--- src/rtl/dog_line_scanner_pkg.sv ---
// -----------------------------------------------------------------------------
// dog_line_scanner_pkg
// Shared constants and types for the per-scanline dog sprite pre-scan stage.
//   N       number of dogs
//   BOX_W   dog body width in pixels
//   BOX_H   dog body height in pixels, also the full-scale hit-bar height
//   BAR_W   hit-bar width in pixels
//   XW/YW/HW/CW  widths of the per-dog x, y, hit count and colour fields
//   slot_t  one line-table entry produced by the scan for a single dog
// -----------------------------------------------------------------------------
package dog_line_scanner_pkg;

    localparam int N     = 8;
    localparam int BOX_W = 48;
    localparam int BOX_H = 32;
    localparam int BAR_W = 6;

    localparam int XW  = 10;
    localparam int YW  = 9;
    localparam int HW  = 8;
    localparam int CW  = 3;
    localparam int IW  = $clog2(N);
    // Width of the bar-height math; 255*32 + carry terms stays below 2^14.
    localparam int HTW = 14;

    typedef enum logic [1:0] {
        ST_IDLE   = 2'd0,
        ST_SCAN   = 2'd1,
        ST_COMMIT = 2'd2
    } scan_state_e;

    typedef struct packed {
        logic [XW-1:0] xs;
        logic [CW-1:0] col;
        logic          body_v;
        logic          bar_v;
    } slot_t;

endpackage

--- src/rtl/dog_row_eval.sv ---
// -----------------------------------------------------------------------------
// dog_row_eval
// Combinational vertical test of one dog against the line being prepared.
//   posy_i    dog top y
//   hits_i    dog hit count (0..255 maps to a bar of 0..BOX_H pixels)
//   ny_i      y of the line being prepared
//   body_v_o  line crosses the dog body
//   bar_v_o   line crosses the hit bar that sits directly above the body
// -----------------------------------------------------------------------------
module dog_row_eval
    import dog_line_scanner_pkg::*;
(
    input  logic [YW-1:0] posy_i,
    input  logic [HW-1:0] hits_i,
    input  logic [YW-1:0] ny_i,
    output logic          body_v_o,
    output logic          bar_v_o
);

    logic [HTW-1:0] prod;
    logic [HTW-1:0] sum;
    logic [HTW-1:0] ht;
    logic [HTW-1:0] y_w;
    logic [HTW-1:0] ny_w;

    always_comb begin
        // floor(h*BOX_H/255) without a divider: x/255 == (x + x/256 + 1)/256
        // holds exactly for every x this product can take.
        prod = HTW'(hits_i) * HTW'(BOX_H);
        sum  = prod + (prod >> 8) + HTW'(1);
        ht   = sum >> 8;
        y_w  = HTW'(posy_i);
        ny_w = HTW'(ny_i);
        body_v_o = (ny_w >= y_w) && (ny_w < y_w + HTW'(BOX_H));
        // Add ht to the line y rather than subtracting it from posy so a bar
        // near the top of the screen clamps at 0 instead of wrapping.
        bar_v_o  = (ny_w < y_w) && (ny_w + ht >= y_w);
    end

endmodule

--- src/rtl/dog_line_scanner.sv ---
// -----------------------------------------------------------------------------
// dog_line_scanner
// Per-scanline sprite pre-scan between the game core and the VGA pixel mixer.
// Snapshots dog state at frame start, scans the dogs serially during hblank
// into a pending line table, commits it to the active table, and resolves
// body / hit-bar coverage per pixel from the active table.
// Ports:
//   clk50, rst_n (async, active-low), pix_ce (pixel enable)
//   frame_tick   snapshot strobe, qualified by pix_ce
//   line_start   hblank strobe, qualified by pix_ce; next_y is the line to build
//   px           current pixel x
//   posx/posy/hits/color_idx  flat per-dog state, dog0 in the LSBs
//   line_ready   active table holds a committed line
//   body_hit/body_col/bar_hit  registered pixel result (one pix_ce latency)
//   scan_busy    scan FSM not idle
//   dbg_state_o  raw scan FSM state for observation
// Handshake: line_start is a single pix_ce-qualified strobe with no ready;
// a strobe that arrives while a scan is in flight restarts the scan.
// -----------------------------------------------------------------------------
module dog_line_scanner
    import dog_line_scanner_pkg::*;
(
    input  logic            clk50,
    input  logic            rst_n,
    input  logic            pix_ce,
    input  logic            frame_tick,
    input  logic            line_start,
    input  logic [YW-1:0]   next_y,
    input  logic [XW-1:0]   px,
    input  logic [N*XW-1:0] posx,
    input  logic [N*YW-1:0] posy,
    input  logic [N*HW-1:0] hits,
    input  logic [N*CW-1:0] color_idx,
    output logic            line_ready,
    output logic            body_hit,
    output logic [CW-1:0]   body_col,
    output logic            bar_hit,
    output logic            scan_busy,
    output logic [1:0]      dbg_state_o
);

    localparam logic [IW-1:0] LAST_IDX = IW'(N - 1);
    localparam logic [XW:0]   BOX_W_X  = (XW + 1)'(BOX_W);
    localparam logic [XW:0]   BAR_W_X  = (XW + 1)'(BAR_W);

    logic [N*XW-1:0] snap_x_q;
    logic [N*YW-1:0] snap_y_q;
    logic [N*HW-1:0] snap_h_q;
    logic [N*CW-1:0] snap_c_q;

    scan_state_e     state_q, state_d;
    logic [IW-1:0]   idx_q, idx_d;
    logic [YW-1:0]   ny_q, ny_d;
    logic            line_ready_q, line_ready_d;
    logic            pend_we;
    logic            commit;
    logic            start;

    slot_t           pend_q [N];
    slot_t           act_q  [N];

    logic [XW-1:0]   cur_x;
    logic [YW-1:0]   cur_y;
    logic [HW-1:0]   cur_h;
    logic [CW-1:0]   cur_c;
    logic            row_body_v;
    logic            row_bar_v;

    logic            body_hit_q, body_hit_d;
    logic [CW-1:0]   body_col_q, body_col_d;
    logic            bar_hit_q, bar_hit_d;
    logic [XW:0]     px_w;

    assign start = line_start & pix_ce;

    // Snapshot: the scan reads only these, so a frame draws from one data set.
    always_ff @(posedge clk50 or negedge rst_n) begin
        if (!rst_n) begin
            snap_x_q <= '0;
            snap_y_q <= '0;
            snap_h_q <= '0;
            snap_c_q <= '0;
        end else if (frame_tick && pix_ce) begin
            snap_x_q <= posx;
            snap_y_q <= posy;
            snap_h_q <= hits;
            snap_c_q <= color_idx;
        end
    end

    // Dog currently under evaluation; one row evaluator is shared by the scan.
    always_comb begin
        cur_x = snap_x_q[int'(idx_q)*XW +: XW];
        cur_y = snap_y_q[int'(idx_q)*YW +: YW];
        cur_h = snap_h_q[int'(idx_q)*HW +: HW];
        cur_c = snap_c_q[int'(idx_q)*CW +: CW];
    end

    dog_row_eval u_row_eval (
        .posy_i   (cur_y),
        .hits_i   (cur_h),
        .ny_i     (ny_q),
        .body_v_o (row_body_v),
        .bar_v_o  (row_bar_v)
    );

    always_comb begin
        state_d      = state_q;
        idx_d        = idx_q;
        ny_d         = ny_q;
        line_ready_d = line_ready_q;
        pend_we      = 1'b0;
        commit       = 1'b0;
        case (state_q)
            ST_IDLE: begin
                if (start) begin
                    ny_d    = next_y;
                    idx_d   = '0;
                    state_d = ST_SCAN;
                end
            end
            ST_SCAN: begin
                pend_we = 1'b1;
                if (idx_q == LAST_IDX) begin
                    state_d = ST_COMMIT;
                end else begin
                    idx_d = idx_q + IW'(1);
                end
            end
            ST_COMMIT: begin
                commit       = 1'b1;
                line_ready_d = 1'b1;
                state_d      = ST_IDLE;
            end
            default: state_d = ST_IDLE;
        endcase
        // A new strobe mid-scan restarts from dog 0; the active table is left
        // alone but is no longer vouched for.
        if (start && (state_q != ST_IDLE)) begin
            state_d      = ST_SCAN;
            idx_d        = '0;
            ny_d         = next_y;
            line_ready_d = 1'b0;
            pend_we      = 1'b0;
            commit       = 1'b0;
        end
    end

    always_ff @(posedge clk50 or negedge rst_n) begin
        if (!rst_n) begin
            state_q      <= ST_IDLE;
            idx_q        <= '0;
            ny_q         <= '0;
            line_ready_q <= 1'b0;
            for (int i = 0; i < N; i++) begin
                pend_q[i] <= '0;
                act_q[i]  <= '0;
            end
        end else begin
            state_q      <= state_d;
            idx_q        <= idx_d;
            ny_q         <= ny_d;
            line_ready_q <= line_ready_d;
            if (pend_we) begin
                pend_q[idx_q] <= '{xs: cur_x, col: cur_c, body_v: row_body_v, bar_v: row_bar_v};
            end
            if (commit) begin
                act_q <= pend_q;
            end
        end
    end

    // Pixel stage: ascending loop so the highest-index covering dog sets the colour.
    always_comb begin
        body_hit_d = 1'b0;
        body_col_d = '0;
        bar_hit_d  = 1'b0;
        px_w       = {1'b0, px};
        for (int i = 0; i < N; i++) begin
            if (act_q[i].body_v && (px_w >= {1'b0, act_q[i].xs}) &&
                (px_w < {1'b0, act_q[i].xs} + BOX_W_X)) begin
                body_hit_d = 1'b1;
                body_col_d = act_q[i].col;
            end
            if (act_q[i].bar_v && (px_w >= {1'b0, act_q[i].xs}) &&
                (px_w < {1'b0, act_q[i].xs} + BAR_W_X)) begin
                bar_hit_d = 1'b1;
            end
        end
    end

    always_ff @(posedge clk50 or negedge rst_n) begin
        if (!rst_n) begin
            body_hit_q <= 1'b0;
            body_col_q <= '0;
            bar_hit_q  <= 1'b0;
        end else if (pix_ce) begin
            body_hit_q <= body_hit_d;
            body_col_q <= body_col_d;
            bar_hit_q  <= bar_hit_d;
        end
    end

    assign line_ready  = line_ready_q;
    assign body_hit    = body_hit_q;
    assign body_col    = body_col_q;
    assign bar_hit     = bar_hit_q;
    assign scan_busy   = (state_q != ST_IDLE);
    assign dbg_state_o = state_q;

endmodule

--- config.mk ---
export PLATFORM = sky130hd
export DESIGN_NAME = dog_line_scanner
export DESIGN_NICKNAME = d
export VERILOG_FILES = /design/src/rtl/dog_line_scanner_pkg.sv /design/src/rtl/dog_row_eval.sv /design/src/rtl/dog_line_scanner.sv
export SDC_FILE = /design/constraint.sdc
export NUM_CORES = 1
export LEC_CHECK = 0
export ABC_AREA = 1
export CORE_UTILIZATION = 50
export DETAILED_ROUTE_END_ITERATION = 10
export MAX_ROUTING_LAYER = met4
export PLACE_DENSITY_LB_ADDON = 0.12
export SYNTH_ARGS = -nofsm -noshare
export SYNTH_HDL_FRONTEND = slang
export SYNTH_HIERARCHICAL = 1
export SYNTH_SLANG_ARGS = --single-unit
--- constraint.sdc ---
create_clock -name clk50 -period 3.6 [get_ports clk50]
set_clock_uncertainty 0.05 [all_clocks]
set_input_delay 0.72 -clock clk50 [delete_from_list [all_inputs] [get_ports clk50]]
set_output_delay 0.72 -clock clk50 [all_outputs]
set_load 0.01 [all_outputs]
=== Word level (Yosys, flattened, before mapping) ===
Cells that the tools add are included.

* Bits in registers: 500
* Input port bits: 264
* Output and inout bits: 9
* Word-level logic and storage cells: 231

* Add/sub/neg operators: 21
* $mul: 3
* $lt $le $gt $ge: 30
* Eq/ne operators: 6
* Shift-type cells: 4
* Mux-type cells: 44
* Bitwise operators: 2
* Reduce and logical (&&, ||, !) cells: 46

{| class="wikitable"
|+ Operator list
! kind !! number
|-
| < comparator 10 x 11 -> 1 bit || 16
|-
| bitwise mux 120 bit || 1
|-
| adder 10 x 3 -> 11 bit, second input constant || 8
|-
| adder 10 x 6 -> 11 bit, second input constant || 8
|-
| greater-or-equal comparator 10 bit || 8
|-
| indexed part select 80 x 8 -> 10 bit || 1
|-
| indexed part select 72 x 8 -> 9 bit || 1
|-
| indexed part select 64 x 7 -> 8 bit || 1
|-
| demux 15 bit (select 3 bit) || 1
|-
| logical AND 1 bit || 37
|-
| two-way mux 3 bit || 11
|-
| two-way mux 9 bit || 3
|-
| indexed part select 24 x 6 -> 3 bit || 1
|-
| two-way mux 1 bit || 22
|-
| two-way mux 15 bit || 1
|-
| adder 13 x 5 -> 14 bit || 1
|-
| adder 14 x 1 -> 14 bit, second input constant || 1
|-
| < comparator 9 x 14 -> 1 bit || 1
|-
| adder 9 x 6 -> 10 bit || 1
|-
| adder 9 x 6 -> 10 bit, second input constant || 1
|-
| greater-or-equal comparator 10 x 9 -> 1 bit || 1
|-
| greater-or-equal comparator 9 bit || 1
|-
| < comparator 9 bit || 1
|-
| != test 3 bit, second input constant || 3
|-
| 19 further kinds || 25
|}

=== Longest topological paths before layout ===
* Depth in word-level cells: 11
* Mapped depth: 30
* Gate-level depth less buffers: 27

=== Hierarchy ===
Netlist, hierarchy kept.

{| class="wikitable"
|+ Modules (own cells, without submodules)
! module !! instances !! cells each !! area each (um^2) !! sequential area each (um^2)
|-
| dog_line_scanner || 1 || 2760 || 26924.6 || 12512.0
|-
| dog_row_eval || 1 || 174 || 1062.3 || 0.0
|}

=== Worst setup path before layout ===
OpenSTA, ideal clock, no wires.

* Path type: flip-flop to flip-flop
* Start: register idx_q[0]
* End: register pend_q[0] (netlist bit)
* Setup time: 0.133 ns
* Arrival: 3.787 ns
* Slack: -0.370 ns
* Cell stages (with the launch flop): 28
* Path buffers: 4
* Clock period less this slack: 3.970 ns
* Cells stage by stage: dfrtp_1 > buf_2 > inv_2 > buf_2 > clkbuf_1 > clkbuf_1 > nor2_1 > o2111ai_1 > nand4_1 > nor2_1 > nor2_1 > ha_1 > nand2_1 > nand2_2 > a31oi_1 > xor2_1 > inv_1 > ha_1 > nand2_1 > nand2_1 > a21oi_1 > nand2_1 > nand2_1 > nand2_1 > nand2_1 > a21oi_1 > inv_1 > o21ai_0

* Cells in the longest elaborated chain, start to end: 7
* Elaborated cells between the ends (all ways): 16

{| class="wikitable"
|+ Ends and longest elaborated chain
! element !! RTL line !! text
|-
| from (decl) || dog_line_scanner.sv:52 || <nowiki>logic [IW-1:0] idx_q, idx_d;</nowiki>
|-
| from (signal assigned) || dog_line_scanner.sv:161 || <nowiki>idx_q <= idx_d;</nowiki>
|-
| indexed part select 64 x 7 -> 8 bit || dog_line_scanner.sv:95 || <nowiki>cur_h = snap_h_q[int'(idx_q)*HW +: HW];</nowiki>
|-
| named net cur_h[3] || dog_line_scanner.sv:64 || <nowiki>logic [HW-1:0] cur_h;</nowiki>
|-
| adder 13 x 5 -> 14 bit || dog_row_eval.sv:30 || <nowiki>sum = prod + (prod >> 8) + HTW'(1);</nowiki>
|-
| adder 14 x 1 -> 14 bit || dog_row_eval.sv:30 ||
|-
| adder 9 x 6 -> 10 bit || dog_row_eval.sv:37 || <nowiki>bar_v_o = (ny_w < y_w) && (ny_w + ht >= y_w);</nowiki>
|-
| greater-or-equal comparator 10 x 9 -> 1 bit || dog_row_eval.sv:37 ||
|-
| logical AND 1 bit || dog_row_eval.sv:37 ||
|-
| named net row_bar_v || dog_line_scanner.sv:67 || <nowiki>logic row_bar_v;</nowiki>
|-
| bitwise mux 120 bit || dog_line_scanner.sv:165 || <nowiki>pend_q[idx_q] <= '{xs: cur_x, col: cur_c, body_v: row_body_v, bar_v: row_bar_v};</nowiki>
|-
| to (signal, indexed assignment) || dog_line_scanner.sv:165 ||
|-
| to (decl) || dog_line_scanner.sv:59 || <nowiki>slot_t pend_q [N];</nowiki>
|}

The timed path passes the listed nets, and every way through them passes these cells.
A chain may end at the register's enable or synchronous reset.

=== Final worst setup path ===
* Start: register idx_q[1]
* End: register pend_q[75] (netlist bit)

The elaborated chain is that of the path after synthesis.

==> flow_summary_export.csv <==
group,metric,value,unit
placed_design,dp_hpwl,57700,µm
status,status,"finished, violations left",
route,routedWlPerCell,19.6,µm
route,drc_errors,0,
clocking,ctsLongestPathBuffers,3,
logic_synthesis,synth_nets,3454,
layout,nets,3789,
setup_path,cp_data_arrival_time,4.23,ns
floorplan,fp.dieH,239,µm
sta,slew_viol_final,0,
setup_path,critPathMaxFanout,8,
floorplan,fp.dieArea,56900,µm²
clocking,cts.clk_slew.worst_paths,0.06,ns
clocking,clock_sinks,500,
clocking,cts_buffers,54,
sta,slew_headroom,32.5,%
power,ir_drop,0.441,mV
placed_design,gp_congestion,0.947,
sta,tightest_slew,1.00,ns
sta,fin_crit,3.77,ns
hold_path,hp-class,"in -> async",
sta,max_freq,265,MHz
global_route,grt_pass1_vias,22600,
floorplan,floorplan.initialDensity,50.7,%
global_route,grt.total_usage,29.3,%
route,drt_iter0_markers,1359,
logic_synthesis,ys_ff_latch,500,
sta,layout_setup_ws,-0.172,ns
clocking,ctsRootBufferMaster,"clkbuf_16",
logic_synthesis,synth_cell_types,51,
power,power_density,845,nW/µm²
route,postRouteAntennaNets,0,
flow_run,maxCapViolations,0,
clocking,htree_levels,2,
global_route,grt_pass1_wl,125000,µm
clocking,hold_buffers,0,
layout,stdcell_area,34600,µm²
setup_path,critPathBufInv,7,
status,violations,"negative setup slack",
setup_path,end_kind,"register",
placed_design,placed_area,32300,µm²
global_route,antenna_found_initial,14,
route,wl,79900,µm
sta,timing.final.crit_share,105,%
logic_synthesis,synth-seq-area-share,44.7,%
sta,finalSetupTns,-1.26,ns
setup_path,start_kind,"register",
sta,rsz0062_at_grt,"yes",
global_route,grt_max_degree,99,
setup_path,worstPathRequired,4.06,ns
setup_path,critPathMaxStageDelay,0.43,ns
placed_design,dp.cells,3942,
clocking,cts_tree,"done",
layout,drive_gt1_share,17.3,%
clocking,clock_latency,0.61,ns
layout,syn_to_final_growth,23.7,%
logic_synthesis,avgSynthCellArea,9.54,µm²
logic_synthesis,ys_warn_count,6,
layout,layout_commonest_cell,"dfrtp_1",
layout,final_cell_mix,"dfrtp_1, nand2_1, nor2_1",
floorplan,num_rows,86,
floorplan,io-pin-count,273,
floorplan,die_w,239,µm
setup_path,criticalPathCategory,"reg -> reg",
logic_synthesis,synthCells,2934,
layout,stdcell_count,4072,
floorplan,core,55200,µm²
placed_design,post-place-ws,-0.210,ns
setup_path,slowest_stage,"dfrtp_2",
setup_path,crit_family,"simple AND/OR/NAND/NOR gates",
power,p_leak,0.0165,µW
sta,hold_violations,0,
logic_synthesis,synth_area,28000,µm²
route,drt_first_pass_iters,5,
layout,fin_util,62.7,%
sta,setup_viol,8,
placed_design,port_buffers,272,
logic_synthesis,synthArstFlopShare,100,%
logic_synthesis,synth_edf_count,0,
logic_synthesis,yosys_most_used_dff,"dfrtp_1",
route,dr_total_vias,22300,
global_route,grt-ovfl-total,0,
route,avgViaCountPerCell,5.48,
==> sequential cells by signal (all words and copies together) (netlist names), 2 cells and up <==
signal / cells
act_q: 120
snap_x_q: 80
snap_c_q: 24
dbg_state_o: 2
ny_q: 9
body_col: 3
snap_y_q: 72
snap_h_q: 64
pend_q: 120
idx_q: 3
==> cells by family (layout without fill, tap and decap cells) <==
logic type      after synthesis  in the layout  share of synthesized area (%)
compound gates              630            630                           12.4
xor+xnor                     96             96                           3.03
fa+ha+maj                   256            256                           11.5
buf+inv                     336            714                           4.69
flops                       500            500                           44.7
mux                         270            270                           10.9
other cells                   0             12                              0
simple gates                846            846                           12.8
==> report_power, final <==
part           switching, µW  internal, µW  total, µW
clock                   2320          3730       6050
combinational           8920          6120      15000
sequential              1050          7110       8160
==> metrics by stage <==
stage                     hold slack, ns  total power (µW)
final                             0.0756             29300
after global routing               0.121             31800
after CTS                         0.0922             29100
after detailed placement           0.419             22600
after global placement             0.412             22000
after floorplan                    0.374             17800
==> timing repair <==
action                     in CTS  in global routing
setup buffers                  19                  3
resized for setup              34                 28
pin swaps                      33                 32
hold endpoints to repair        0                  0
setup endpoints to repair      16                 16
==> worst register-to-register path, delay by kind of cell (launching register included) <==
family,cells,cell delay (ns)
flops,1,0.43
xor+xnor,1,0.14
fa+ha+maj,2,0.53
simple gates,13,1.18
compound gates,5,0.58
buf+inv,7,0.75
==> layer usage <==
layer | up-vias | share of wire, % | global-route usage, % | routed length, µm
li1 | 10700 | - | - | -
met1 | 10900 | 44 | 38.0 | 35000
met2 | 559 | 47 | 46.4 | 37700
met3 | 144 | 6.1 | 5.39 | 4880
met4 | 0 | 2.8 | 9.03 | 2240
met5 | - | 0 | - | 0
==> cells in the mapped netlist, types with 15 or more instances <==
library cell    n  share of area (%)
nand3_1        57                1.0
clkbuf_1       61               0.82
buf_2          37               0.66
o21ai_0       267                4.8
dfrtp_1       500                 45
o2111ai_1      18               0.56
nand4_1        33               0.74
nand2_1       378                5.1
o22ai_1        20               0.45
ha_1          255                 11
mux2_2        270                 11
nor3_1         25               0.45
buf_1          15               0.20
nor2_1        300                4.0
inv_1         214                2.9
xor2_1         91                2.8
o21a_1         43                1.2
a21oi_1       235                4.2
==> final timing paths <==
path,start,to,slack [ns],cells after the start
setup / recovery,idx_q[1],pend_q[75],-0.17,28
hold / removal,rst_n,act_q[13],0.08,1
setup reg to reg,idx_q[1],pend_q[75],-0.17,28
hold reg to reg,pend_q[20],pend_q[20],0.43,2
max in group asynchronous,rst_n,snap_y_q[2],2.42,2
min in group clk50,pend_q[20],pend_q[20],0.43,2
==> cell type report <==
class	count	area, µm²
Fill cell	4607	20600
Multi-Input combinational cell	2098	14400
Sequential cell	500	12500
Timing Repair Buffer	394	3970
Clock buffer	80	1570
Tap cell	748	936
Inverter	221	832
Clock inverter	19	363
Antenna cell	12	30.0
Power figures use the tool's default switching activity.
